--- src/rtl/rr_arbiter_8_pkg.sv ---
// Shared definitions for the eight-way round-robin arbiter: sizes and FSM state encoding.
package rr_arbiter_8_pkg;

    localparam int NUM_REQ = 8;
    localparam int ID_W    = 3;

    typedef enum logic {
        IDLE  = 1'b0,
        GRANT = 1'b1
    } state_t;

endpackage

--- src/rtl/rr_arbiter_8_dec_3to8.sv ---
// Combinational 3-to-8 one-hot decoder with enable; a low enable yields all zeros.
module dec_3to8
    import rr_arbiter_8_pkg::*;
(
    input  logic [ID_W-1:0]    idx,
    input  logic               en,
    output logic [NUM_REQ-1:0] onehot
);

    always_comb begin
        onehot = '0;
        if (en) begin
            onehot[idx] = 1'b1;
        end
    end

endmodule

--- src/rtl/rr_arbiter_8.sv ---
// Eight-requester round-robin arbiter with bounded tenure; all outputs are registered.
module rr_arbiter_8
    import rr_arbiter_8_pkg::*;
#(
    parameter int MAX_HOLD = 16
) (
    input  logic                clk,
    input  logic                rst_n,
    input  logic [NUM_REQ-1:0]  req,
    output logic [NUM_REQ-1:0]  gnt,
    output logic [ID_W-1:0]     gnt_id,
    output logic                gnt_valid
);

    localparam int HC_W = (MAX_HOLD > 1) ? $clog2(MAX_HOLD) : 1;
    localparam logic [HC_W-1:0] HOLD_LAST = HC_W'(MAX_HOLD - 1);

    state_t              state, state_nxt;
    logic [ID_W-1:0]     ptr, ptr_nxt;
    logic [HC_W-1:0]     hold_cnt, hold_nxt;
    logic [ID_W-1:0]     id_nxt;
    logic                valid_nxt;
    logic [NUM_REQ-1:0]  gnt_nxt;
    logic [NUM_REQ-1:0]  others;
    logic [ID_W-1:0]     ptr_after;
    logic [ID_W:0]       pick_idle;
    logic [ID_W:0]       pick_masked;

    // Returns {found, index}: rotate so bit ptr lands at position 0, take the
    // lowest set bit, then add ptr back modulo 8.
    function automatic logic [ID_W:0] find_winner(input logic [NUM_REQ-1:0] r,
                                                  input logic [ID_W-1:0]    p);
        logic [2*NUM_REQ-1:0] dbl;
        logic [NUM_REQ-1:0]   rot;
        logic [ID_W-1:0]      off;
        logic [ID_W-1:0]      idx;
        logic                 found;
        dbl   = {r, r} >> p;
        rot   = dbl[NUM_REQ-1:0];
        found = 1'b0;
        off   = '0;
        for (int k = NUM_REQ - 1; k >= 0; k--) begin
            if (rot[k]) begin
                found = 1'b1;
                off   = k[ID_W-1:0];
            end
        end
        idx = p + off;
        return {found, idx};
    endfunction

    assign others      = req & ~(NUM_REQ'(1) << gnt_id);
    assign ptr_after   = gnt_id + 3'd1;
    assign pick_idle   = find_winner(req, ptr);
    assign pick_masked = find_winner(others, ptr_after);

    always_comb begin
        state_nxt = state;
        ptr_nxt   = ptr;
        hold_nxt  = hold_cnt;
        id_nxt    = gnt_id;
        valid_nxt = gnt_valid;
        case (state)
            IDLE: begin
                if (pick_idle[ID_W]) begin
                    state_nxt = GRANT;
                    id_nxt    = pick_idle[ID_W-1:0];
                    valid_nxt = 1'b1;
                    hold_nxt  = '0;
                end
            end
            GRANT: begin
                if (!req[gnt_id]) begin
                    ptr_nxt = ptr_after;
                    if (pick_masked[ID_W]) begin
                        id_nxt   = pick_masked[ID_W-1:0];
                        hold_nxt = '0;
                    end else begin
                        state_nxt = IDLE;
                        valid_nxt = 1'b0;
                    end
                end else if (hold_cnt == HOLD_LAST) begin
                    // At the limit with nobody waiting, the count simply stays saturated.
                    if (|others) begin
                        ptr_nxt  = ptr_after;
                        id_nxt   = pick_masked[ID_W-1:0];
                        hold_nxt = '0;
                    end
                end else begin
                    hold_nxt = hold_cnt + 1'b1;
                end
            end
            default: begin
                state_nxt = IDLE;
                valid_nxt = 1'b0;
            end
        endcase
    end

    dec_3to8 u_dec (
        .idx    (id_nxt),
        .en     (valid_nxt),
        .onehot (gnt_nxt)
    );

    always_ff @(posedge clk or negedge rst_n) begin
        if (!rst_n) begin
            state     <= IDLE;
            ptr       <= '0;
            hold_cnt  <= '0;
            gnt_id    <= '0;
            gnt_valid <= 1'b0;
            gnt       <= '0;
        end else begin
            state     <= state_nxt;
            ptr       <= ptr_nxt;
            hold_cnt  <= hold_nxt;
            gnt_id    <= id_nxt;
            gnt_valid <= valid_nxt;
            gnt       <= gnt_nxt;
        end
    end

endmodule

--- config.mk ---
export PLATFORM = sky130hd
export DESIGN_NAME = rr_arbiter_8
export DESIGN_NICKNAME = d
export VERILOG_FILES = /design/src/rtl/rr_arbiter_8_pkg.sv /design/src/rtl/rr_arbiter_8_dec_3to8.sv /design/src/rtl/rr_arbiter_8.sv
export SDC_FILE = /design/constraint.sdc
export NUM_CORES = 1
export LEC_CHECK = 0
export CELL_PAD_IN_SITES_DETAIL_PLACEMENT = 1
export CELL_PAD_IN_SITES_GLOBAL_PLACEMENT = 2
export CORE_MARGIN = 4
export CORE_UTILIZATION = 40
export DETAILED_ROUTE_END_ITERATION = 8
export DONT_BUFFER_PORTS = 1
export GPL_TIMING_DRIVEN = 0
export PLACE_DENSITY = 0.91
export SYNTH_ARGS = -nofsm -noshare
export SYNTH_HDL_FRONTEND = slang
export SYNTH_SLANG_ARGS = --single-unit
--- constraint.sdc ---
create_clock -name clk -period 4.87 [get_ports clk]
set_input_delay 0.974 -clock clk [delete_from_list [all_inputs] [get_ports clk]]
set_output_delay 0.974 -clock clk [all_outputs]
set_load 0.1 [all_outputs]
# Word-level counts from Yosys, hierarchy flattened
# Index checks and enable logic that the tools add are counted.
classes:
  add_sub_neg: 4
  order_cmp: 3
  eq_ne: 6
  shift: 3
  mux: 60
  n_bitwise: 3
  n_reduce_logical: 4
ops:
  columns: ["operator", "n"]
  rows:
  - ["$mux 3", 24]
  - ["$shr 16x3->8", 2]
  - ["$mux 1", 24]
  - ["$mux 4", 5]
  - ["$and 8x8->8", 1]
  - ["$lt 3x4->1 const B", 2]
  - ["$mux 8", 1]
  - ["$not 8->8", 1]
  - ["$pmux 4 s2", 1]
  - ["$reduce_or 8->1", 1]
  - ["$shl 1x3->8 const A", 1]
  - ["$add 3x3->3", 2]
  - ["$pmux 3 s2", 1]
  - ["$reduce_and 3->1", 2]
  - ["$add 4x1->4 const B", 1]
  - ["$eq 4x4->1 const B", 1]
  - ["$ne 2x1->1 const B", 2]
  - ["$ne 4x3->1 const B", 1]
  - ["$pmux 1 s2", 2]
  - ["$add 3x1->3 const B", 1]
  - ["$bmux 1 s3", 1]
  - ["$demux 1 s3", 1]
  - ["$ge 3x1->1 const B", 1]
  - ["$ne 3x1->1 const B", 1]
  - ["3 further kinds", 3]
totals:
  regBits: 20
  in_bits: 10
  elab_cells: 89

# Logic depth before layout (Yosys ltp)
# Gate-level depths: netlist of the first run.
logic_depth:
  depth_word: 22
  ltp_mapped: 19
  ltp_nobuf: 18

# By module
# From an unflattened synthesis of the first run, not the netlist that was laid out.
unflattened:
  hier_cells: 210
  hier_area_um2: 1949.4
modules_own_cells:
  columns: ["mod", "n_inst", "cells_each", "area_each_um2", "seq_area_each_um2"]
  rows:
  - ["rr_arbiter_8", 1, 202, 1853.0, 500.5]
  - ["dec_3to8", 1, 8, 96.3, 0.0]

# Worst setup path after synthesis of the first run
# No wires, ideal clock.
synth_path:
  path_type: "register to register"
  start: "register gnt_id[0]"
  end: "register gnt[1]"
  setup_time_ns: 0.080
  arrival_ns: 4.588
  required_time_ns: 4.790
  setup_slack_ns: 0.201
  path_stages_with_launch: 18
  n_path_buf: 1
  synth_period_minus_slack_ns: 4.669
  path_cell_list: "dfrtp_1 -> inv_1 -> ha_1 -> clkbuf_1 -> mux2_2 -> mux2i_1 -> nor2b_1 -> o21bai_1 -> a21bo_2 -> a21boi_0 -> ha_1 -> fa_1 -> xor2_1 -> nor4b_2 -> or3b_1 -> nand3_2 -> inv_4 -> nor3_2"
synth_via:
  word_cells_on_any_way: 40
  classes_between: "add/sub: 2; order compare: 2; shift: 2; mux: 30; bitwise: 2; reduce/logical: 2"
synth_lines:
  columns: ["item", "line_no", "source"]
  rows:
  - ["start, declared", "rr_arbiter_8.sv:11", "output logic [ID_W-1:0] gnt_id,"]
  - ["start signal, assigned", "rr_arbiter_8.sv:118", "gnt_id <= id_nxt;"]
  - ["$add 3x1->3 (*)", "rr_arbiter_8.sv:53", "assign ptr_after = gnt_id + 3'd1;"]
  - ["via ptr_after[0]", "rr_arbiter_8.sv:25", "logic [ID_W-1:0] ptr_after;"]
  - ["$shr 16x3->8", "rr_arbiter_8.sv:38", "dbl = {r, r} >> p;"]
  - ["$mux 3 (8 in a row)", "rr_arbiter_8.sv:43", "if (rot[k]) begin"]
  - ["$add 3x3->3", "rr_arbiter_8.sv:48", "idx = p + off;"]
  - ["$mux 3", "rr_arbiter_8.sv:84", "if (|others) begin"]
  - ["$mux 3", "rr_arbiter_8.sv:82", "end else if (hold_cnt == HOLD_LAST) begin"]
  - ["$mux 3 (*)", "rr_arbiter_8.sv:73", "if (!req[gnt_id]) begin"]
  - ["$pmux 3 s2 (*)", "rr_arbiter_8.sv:63", "case (state)"]
  - ["via id_nxt[2]", "rr_arbiter_8.sv:21", "logic [ID_W-1:0] id_nxt;"]
  - ["$lt 3x4->1 (not written as such) or $ge 3x1->1 (tied branches)", "rr_arbiter_8_dec_3to8.sv:13", "onehot[idx] = 1'b1;"]
  - ["$logic_and 1x1->1 (not written as such)", "rr_arbiter_8_dec_3to8.sv:13", null]
  - ["$mux 1 (not written as such)", "rr_arbiter_8_dec_3to8.sv:13", null]
  - ["$demux 1 s3 (*)", null, null]
  - ["$mux 8 (*)", "rr_arbiter_8_dec_3to8.sv:12", "if (en) begin"]
  - ["via gnt_nxt[1]", "rr_arbiter_8.sv:23", "logic [NUM_REQ-1:0] gnt_nxt;"]
  - ["end signal, assigned", "rr_arbiter_8.sv:120", "gnt <= gnt_nxt;"]
  - ["end, declared", "rr_arbiter_8.sv:10", "output logic [NUM_REQ-1:0] gnt,"]
# The timed path passes the listed nets; every way through them passes the cells marked *. The select of a mux whose other input is x is not followed.
# A chain may end at the register's enable or synchronous reset.

# Worst setup path in the final report of the first run
layout_path:
  start: "register gnt_id[2]"
  end: "register gnt[2]"
layout_via:
  elab_chain_len: 22
  word_cells_on_any_way: 40
  classes_between: "add/sub: 2; order compare: 2; shift: 2; mux: 30; bitwise: 2; reduce/logical: 2"
layout_lines:
  columns: ["item", "line_no"]
  rows:
  - ["parallel branches: the longest is 16 deep, another holds $add 3x1->3", null]
  - ["$pmux 3 s2 (*)", "rr_arbiter_8.sv:63"]
  - ["via id_nxt[2]", "rr_arbiter_8.sv:21"]
  - ["$lt 3x4->1 (not written as such) or $ge 3x1->1 (tied branches)", "rr_arbiter_8_dec_3to8.sv:13"]
  - ["$logic_and 1x1->1 (not written as such)", "rr_arbiter_8_dec_3to8.sv:13"]
  - ["$mux 1 (not written as such)", "rr_arbiter_8_dec_3to8.sv:13"]
  - ["$demux 1 s3 (*)", null]
  - ["$mux 8 (*)", "rr_arbiter_8_dec_3to8.sv:12"]
  - ["via gnt_nxt[2]", "rr_arbiter_8.sv:23"]
# Mark *: on every way through the listed nets, which the timed path passes. The select of a mux whose other input is x is not followed.

==> results.py, run 1 <==
metrics = {
    "sta": {
        "period_share": 0.922,
        "timing.final.hold_violations": 0,
        "final_max_slew_viol_count": 0,
        "tightest_slew_ns": 0.919,
        "fmaxAchievable_mhz": 223,
        "relSlewSlack": 0.387,
        "period_needed_ns": 4.49,
        "rsz0062_at_grt": "false",
        "finalSetupViolations": 0,
        "clock_skew_ns": 0.00348,
        "timing.final.ws_setup_ns": 0.380,
    },
    "critical_path": {
        "cp_data_required_time_ns": 5.05,
        "cp_data_arrival_time_ns": 4.67,
        "end_kind": "flop",
        "path_class": "flop to flop",
        "path_max_fanout": 10,
        "cp-start-kind": "flop",
    },
    "yosys": {
        "yosysWarningCount": 0,
        "avgSynthCellArea_um2": 9.13,
        "synthMuxAreaShare": 0.198,
        "synthAdderAreaFrac": 0.0727,
        "synth_edf_count": 0,
        "postSynthCellCount": 230,
        "synth_ff_type": "dfrtp_1",
        "post-synth-top-area-cell": "dfrtp_1",
        "synth.most_common_cell": "dfrtp_1",
        "synth_xor_area_frac": 0.0125,
        "yosysSeqAreaShare": 0.238,
        "synth_top_family_by_area": "simple AND/OR/NAND/NOR gates",
        "ys_seq_elements": 20,
        "yosys.area_share.simple": 0.230,
        "synth_fp_nets": 251,
        "synthTopCellsByCount": "dfrtp_1, nand2_1, mux2i_1, mux2_2, o21ai_0",
        "synth.distinct_cells": 62,
        "yosysTopAreaCellShare": 0.238,
        "synthTopCellsByArea": "dfrtp_1, mux2_2, mux2i_1",
        "synth_area_um2": 2100,
        "synth_compound_area_frac": 0.201,
        "async_flop_share": 1.00,
    },
    "cts": {
        "htreeDepth": 1,
        "postCtsSetupRepairBufs": 0,
        "clock_latency_ns": 0.26,
        "cts_buffer_depth": 2,
        "ctsHoldBuffers": 0,
        "clock_sinks": 20,
        "cts_buffers": 3,
        "cts_tree": "yes",
        "clock-root-buffer": "clkbuf_8",
        "clk_pin_slew_ns": 0.08,
    },
    "worst_hold_path": {
        "hold_class": "primary input to asynchronous set/reset pin",
    },
    "cells_and_area": {
        "final_nets": 256,
        "syn_to_final_growth_pct": 8.05,
        "diodes": 0,
        "drive_gt1_frac": 0.197,
    },
    "route": {
        "drtPass1Iterations": 4,
        "drc": 0,
        "vias": 1815,
        "postRouteAntennaNets": 0,
        "wl_per_cell_um": 18.0,
        "drt-total-wl_um": 5470,
        "drt_iter0_drc": 86,
        "viasPerCell": 5.97,
    },
    "die": {
        "die_w_um": 80.5,
        "die_area_um2": 6470,
        "rows": 26,
        "pin_count": 22,
        "start_util": 0.411,
        "coreArea_um2": 5110,
        "dieHeight_um": 80.5,
    },
    "grt": {
        "grt_overflow": 0,
        "antenna_found_initial": 0,
        "grt.total_usage": 0.182,
        "grt_max_degree": 21,
        "grt_pass1_wl_um": 9500,
        "first_global_vias": 1930,
    },
    "place": {
        "portBuffers": 0,
        "dp_slack_ns": -0.371,
        "gp_congestion": 0.842,
        "dpl.hpwl_um": 4310,
    },
    "job": {
        "drv_cap": 0,
    },
    "status": {
        "status": "complete, no violations",
    },
}
[layer usage]
layer / global-route usage / up-vias / wire (um)
met5: 0 / - / 0
met3: 0.0191 / 5 / 125
met1: 0.239 / 913 / 2510
li1: - / 873 / -
met2: 0.327 / 24 / 2790
met4: 0.0287 / 0 / 38
[critical path, cell delays in order (launching register included)]
cell,delay [ns]
dfrtp_2,0.70
buf_2,0.31
inv_1,0.09
ha_1,0.28
buf_1,0.47
mux2i_1,0.33
nor2b_1,0.08
o21bai_1,0.12
a21bo_2,0.14
a21boi_0,0.09
ha_1,0.20
fa_1,0.37
xor2_1,0.18
nor4b_2,0.27
or3b_1,0.39
nand3_2,0.16
inv_4,0.07
nor3_2,0.17
[logic make-up (layout without fill, tap and decap cells)]
| group | after synthesis | in the layout |
|---|---|---|
| adder cells (fa/ha/maj) | 11 | 11 |
| flip-flops | 20 | 20 |
| multiplexers | 34 | 34 |
| buffers and inverters | 21 | 25 |
| XOR/XNOR | 3 | 3 |
| AO/OA/AOI/OAI | 60 | 60 |
| AND/OR/NAND/NOR | 81 | 81 |
[stage by stage]
| stage | TNS [ns] | std cells | hold WS (ns) | util | cell area (um2) |
|---|---|---|---|---|---|
| 3_5_place_dp | -2.49 | 300 | 0.511 | 0.428 | 2190 |
| 5_1_grt | 0 | 304 | 0.375 | 0.444 | 2270 |
| 6_report | 0 | 304 | 0.396 | 0.444 | 2270 |
| 3_3_place_gp | -1.44 | 300 | 0.504 | 0.428 | 2190 |
| 4_1_cts | 0 | 304 | 0.386 | 0.443 | 2260 |
| 2_1_floorplan | 0 | 230 | 0.474 | - | 2100 |
[area by class of cell]
class	count	area, um2
inverter	9	36.3
multi-input combinational	189	1500
sequential	20	509
tap	70	87.6
buffer	12	62.6
clock buffer	3	41.3
clock inverter	1	30.0
fill	600	2840
[what timing repair did]
| action | in CTS | in global routing |
|---|---|---|
| pin swaps | 0 | 0 |
| gates resized for setup | 3 | 4 |
| endpoints found under the setup margin | 9 | 9 |
[layout by cell type, fill, tap and decap left out, types with 6 or more instances in the layout]
master	count
nand2_1	17
a21oi_1	6
dfrtp_1	17
mux2i_1	15
nand3_1	6
mux2_2	14
nor2_1	11
o21ai_0	12
nor3_1	6
nor2b_1	11
ha_1	9
inv_1	7
[registers in the layout (all words and copies together), names as in the netlist]
register	cells
gnt_id	3
hold_cnt	4
gnt	8
gnt_valid	1
state	1
ptr	3
[path summary, 6_finish.rpt]
| check | from | endpoint | slack, ns | cells after the start |
|---|---|---|---|---|
| max | gnt_id[2]$_DFF_PN0_ | gnt[2]$_DFF_PN0_ | 0.38 | 17 |
| min | rst_n | gnt[1]$_DFF_PN0_ | 0.40 | 0 |
| max reg2reg | gnt_id[2]$_DFF_PN0_ | gnt[2]$_DFF_PN0_ | 0.38 | 17 |
| min reg2reg | hold_cnt[2]$_DFFE_PN0P_ | hold_cnt[2]$_DFFE_PN0P_ | 0.53 | 1 |
| max in group asynchronous | rst_n | gnt_id[0]$_DFF_PN0_ | 4.39 | 0 |
| min in group clk | hold_cnt[2]$_DFFE_PN0P_ | hold_cnt[2]$_DFFE_PN0P_ | 0.53 | 1 |
Power of run 1 is not shown: default switching activity piles up to over one toggle a cycle in this logic, so the estimate is an artifact.
==> run 2, diff against run 1 <==
Settings changed: PLACE_DENSITY 0.91 to unset, PLACE_DENSITY_LB_ADDON set to 0.1.
==> results.py, run 2 (synthesized netlist as in run 1, its figures left out) <==
metrics = {
    "status": {
        "status": "complete, no violations",
    },
    "sta": {
        "timing.final.ws_setup_ns": 0.393,
        "timing.final.hold_violations": 0,
        "timing.setup.tns_ns": 0,
        "clock_skew_ns": 0.00397,
        "tightest_slew_ns": 0.920,
        "period_needed_ns": 4.48,
        "final_max_slew_viol_count": 0,
        "fmaxAchievable_mhz": 223,
        "relSlewSlack": 0.386,
        "finalSetupViolations": 0,
        "rsz0062_at_grt": "false",
        "period_share": 0.919,
    },
    "critical_path": {
        "path_class": "flop to flop",
        "max_stage_delay_ns": 0.70,
        "cp_slowest_cell": "dfrtp_2",
        "cpMostUsedCell": "ha_1",
        "path_max_fanout": 10,
        "cp_data_required_time_ns": 5.05,
        "cp_data_arrival_time_ns": 4.66,
        "cp-start-kind": "flop",
        "end_kind": "flop",
        "path_cells": "buf_2 -> inv_1 -> ha_1 -> buf_1 -> mux2i_1 -> nor2b_1 -> o21bai_1 -> a21bo_2 -> a21boi_0 -> ha_1 -> fa_1 -> xor2_1 -> nor4b_2 -> or3b_1 -> nand3_2 -> inv_4 -> nor3_2",
    },
    "cells_and_area": {
        "instances_no_fill": 304,
        "nFillCells": 606,
        "top_regs": "gnt: 8 flops, hold_cnt: 4 flops",
        "final_nets": 256,
        "drive_gt1_frac": 0.197,
        "syn_to_final_growth_pct": 8.05,
        "layout_common_cells": "nand2_1, dfrtp_1, mux2i_1",
        "largest_reg_flops": 8,
        "regMostFlops": "gnt",
        "diodes": 0,
    },
    "die": {
        "coreArea_um2": 5110,
        "rows": 26,
        "die_w_um": 80.5,
        "die_area_um2": 6470,
        "dieHeight_um": 80.5,
        "start_util": 0.411,
        "pin_count": 22,
    },
    "route": {
        "wl_per_cell_um": 18.8,
        "drc": 0,
        "vias": 1806,
        "drt_iter0_drc": 60,
        "drtPass1Iterations": 4,
        "drt-total-wl_um": 5710,
        "postRouteAntennaNets": 0,
        "viasPerCell": 5.94,
    },
    "worst_hold_path": {
        "hold_class": "primary input to asynchronous set/reset pin",
    },
    "grt": {
        "grt.total_usage": 0.186,
        "grt_max_degree": 21,
        "grt_pass1_wl_um": 9490,
        "first_global_vias": 1963,
        "antenna_found_initial": 0,
        "grt_overflow": 0,
    },
    "cts": {
        "postCtsSetupRepairBufs": 0,
        "clk_pin_slew_ns": 0.07,
        "clock_sinks": 20,
        "clock-root-buffer": "clkbuf_8",
        "ctsHoldBuffers": 0,
        "cts_buffer_depth": 2,
        "cts_tree": "yes",
        "cts_buffers": 3,
        "htreeDepth": 1,
        "clock_latency_ns": 0.26,
    },
    "place": {
        "placed_cells": 300,
        "gp_congestion": 0.842,
        "dp_slack_ns": -0.445,
        "dpl.hpwl_um": 4600,
        "portBuffers": 0,
    },
    "job": {
        "drv_cap": 0,
    },
}
run 2: area by class of cell:
| type | count | area [um2] | area share |
|---|---|---|---|
| clock buffers | 3 | 41.3 | 0.0182 |
| clock inverters | 1 | 30.0 | 0.0132 |
| multi-input cells | 189 | 1500 | 0.662 |
| inverters | 9 | 36.3 | 0.0160 |
| plain buffers | 12 | 62.6 | 0.0276 |
| flip-flops and latches | 20 | 509 | 0.224 |
| well taps | 70 | 87.6 | 0.0386 |
run 2: routing by layer:
layer  GRT usage  vias to the layer above  share of wire
met3      0.0448                        8          0.045
met1       0.207                      889           0.41
met2       0.357                       38           0.54
met4      0.0304                        0         0.0095
li1            -                      871              -
met5           0                        -              0
run 2: final timing paths:
check / from / depth (start not counted) / slack (ns) / endpoint
worst max-delay path: gnt_id[2]$_DFF_PN0_ / 17 / 0.39 / gnt[1]$_DFF_PN0_
worst min-delay path: rst_n / 0 / 0.40 / gnt[1]$_DFF_PN0_
worst max register to register: gnt_id[2]$_DFF_PN0_ / 17 / 0.39 / gnt[1]$_DFF_PN0_
worst min register to register: hold_cnt[1]$_DFFE_PN0P_ / 2 / 0.53 / hold_cnt[1]$_DFFE_PN0P_
max in group asynchronous: rst_n / 0 / 4.38 / gnt_id[1]$_DFF_PN0_
min in group clk: hold_cnt[1]$_DFFE_PN0P_ / 2 / 0.53 / hold_cnt[1]$_DFFE_PN0P_
run 2: stage by stage:
step                area [um2]  utilization  hold slack (ns)
finish                    2270        0.444            0.405
global route              2270        0.444            0.380
CTS                       2260        0.443            0.401
detailed placement        2190        0.428            0.513
global placement          2190        0.428            0.491
floorplan                 2100            -            0.474
run 2: critical path, delay by kind of cell, from the launching register on:
kind	cells	cell delay [ns]
simple gates	5	1.04
buf+inv	4	0.93
fa+ha+maj	3	0.83
flops	1	0.70
compound gates	3	0.35
mux	1	0.34
xor+xnor	1	0.18
run 2: timing repair:
item / 4_1_cts / 5_1_grt
endpoints found under the setup margin: 9 / 9
gates resized for setup: 3 / 4
cloned: 0 / 0
Power of run 2 is left out for the same reason.
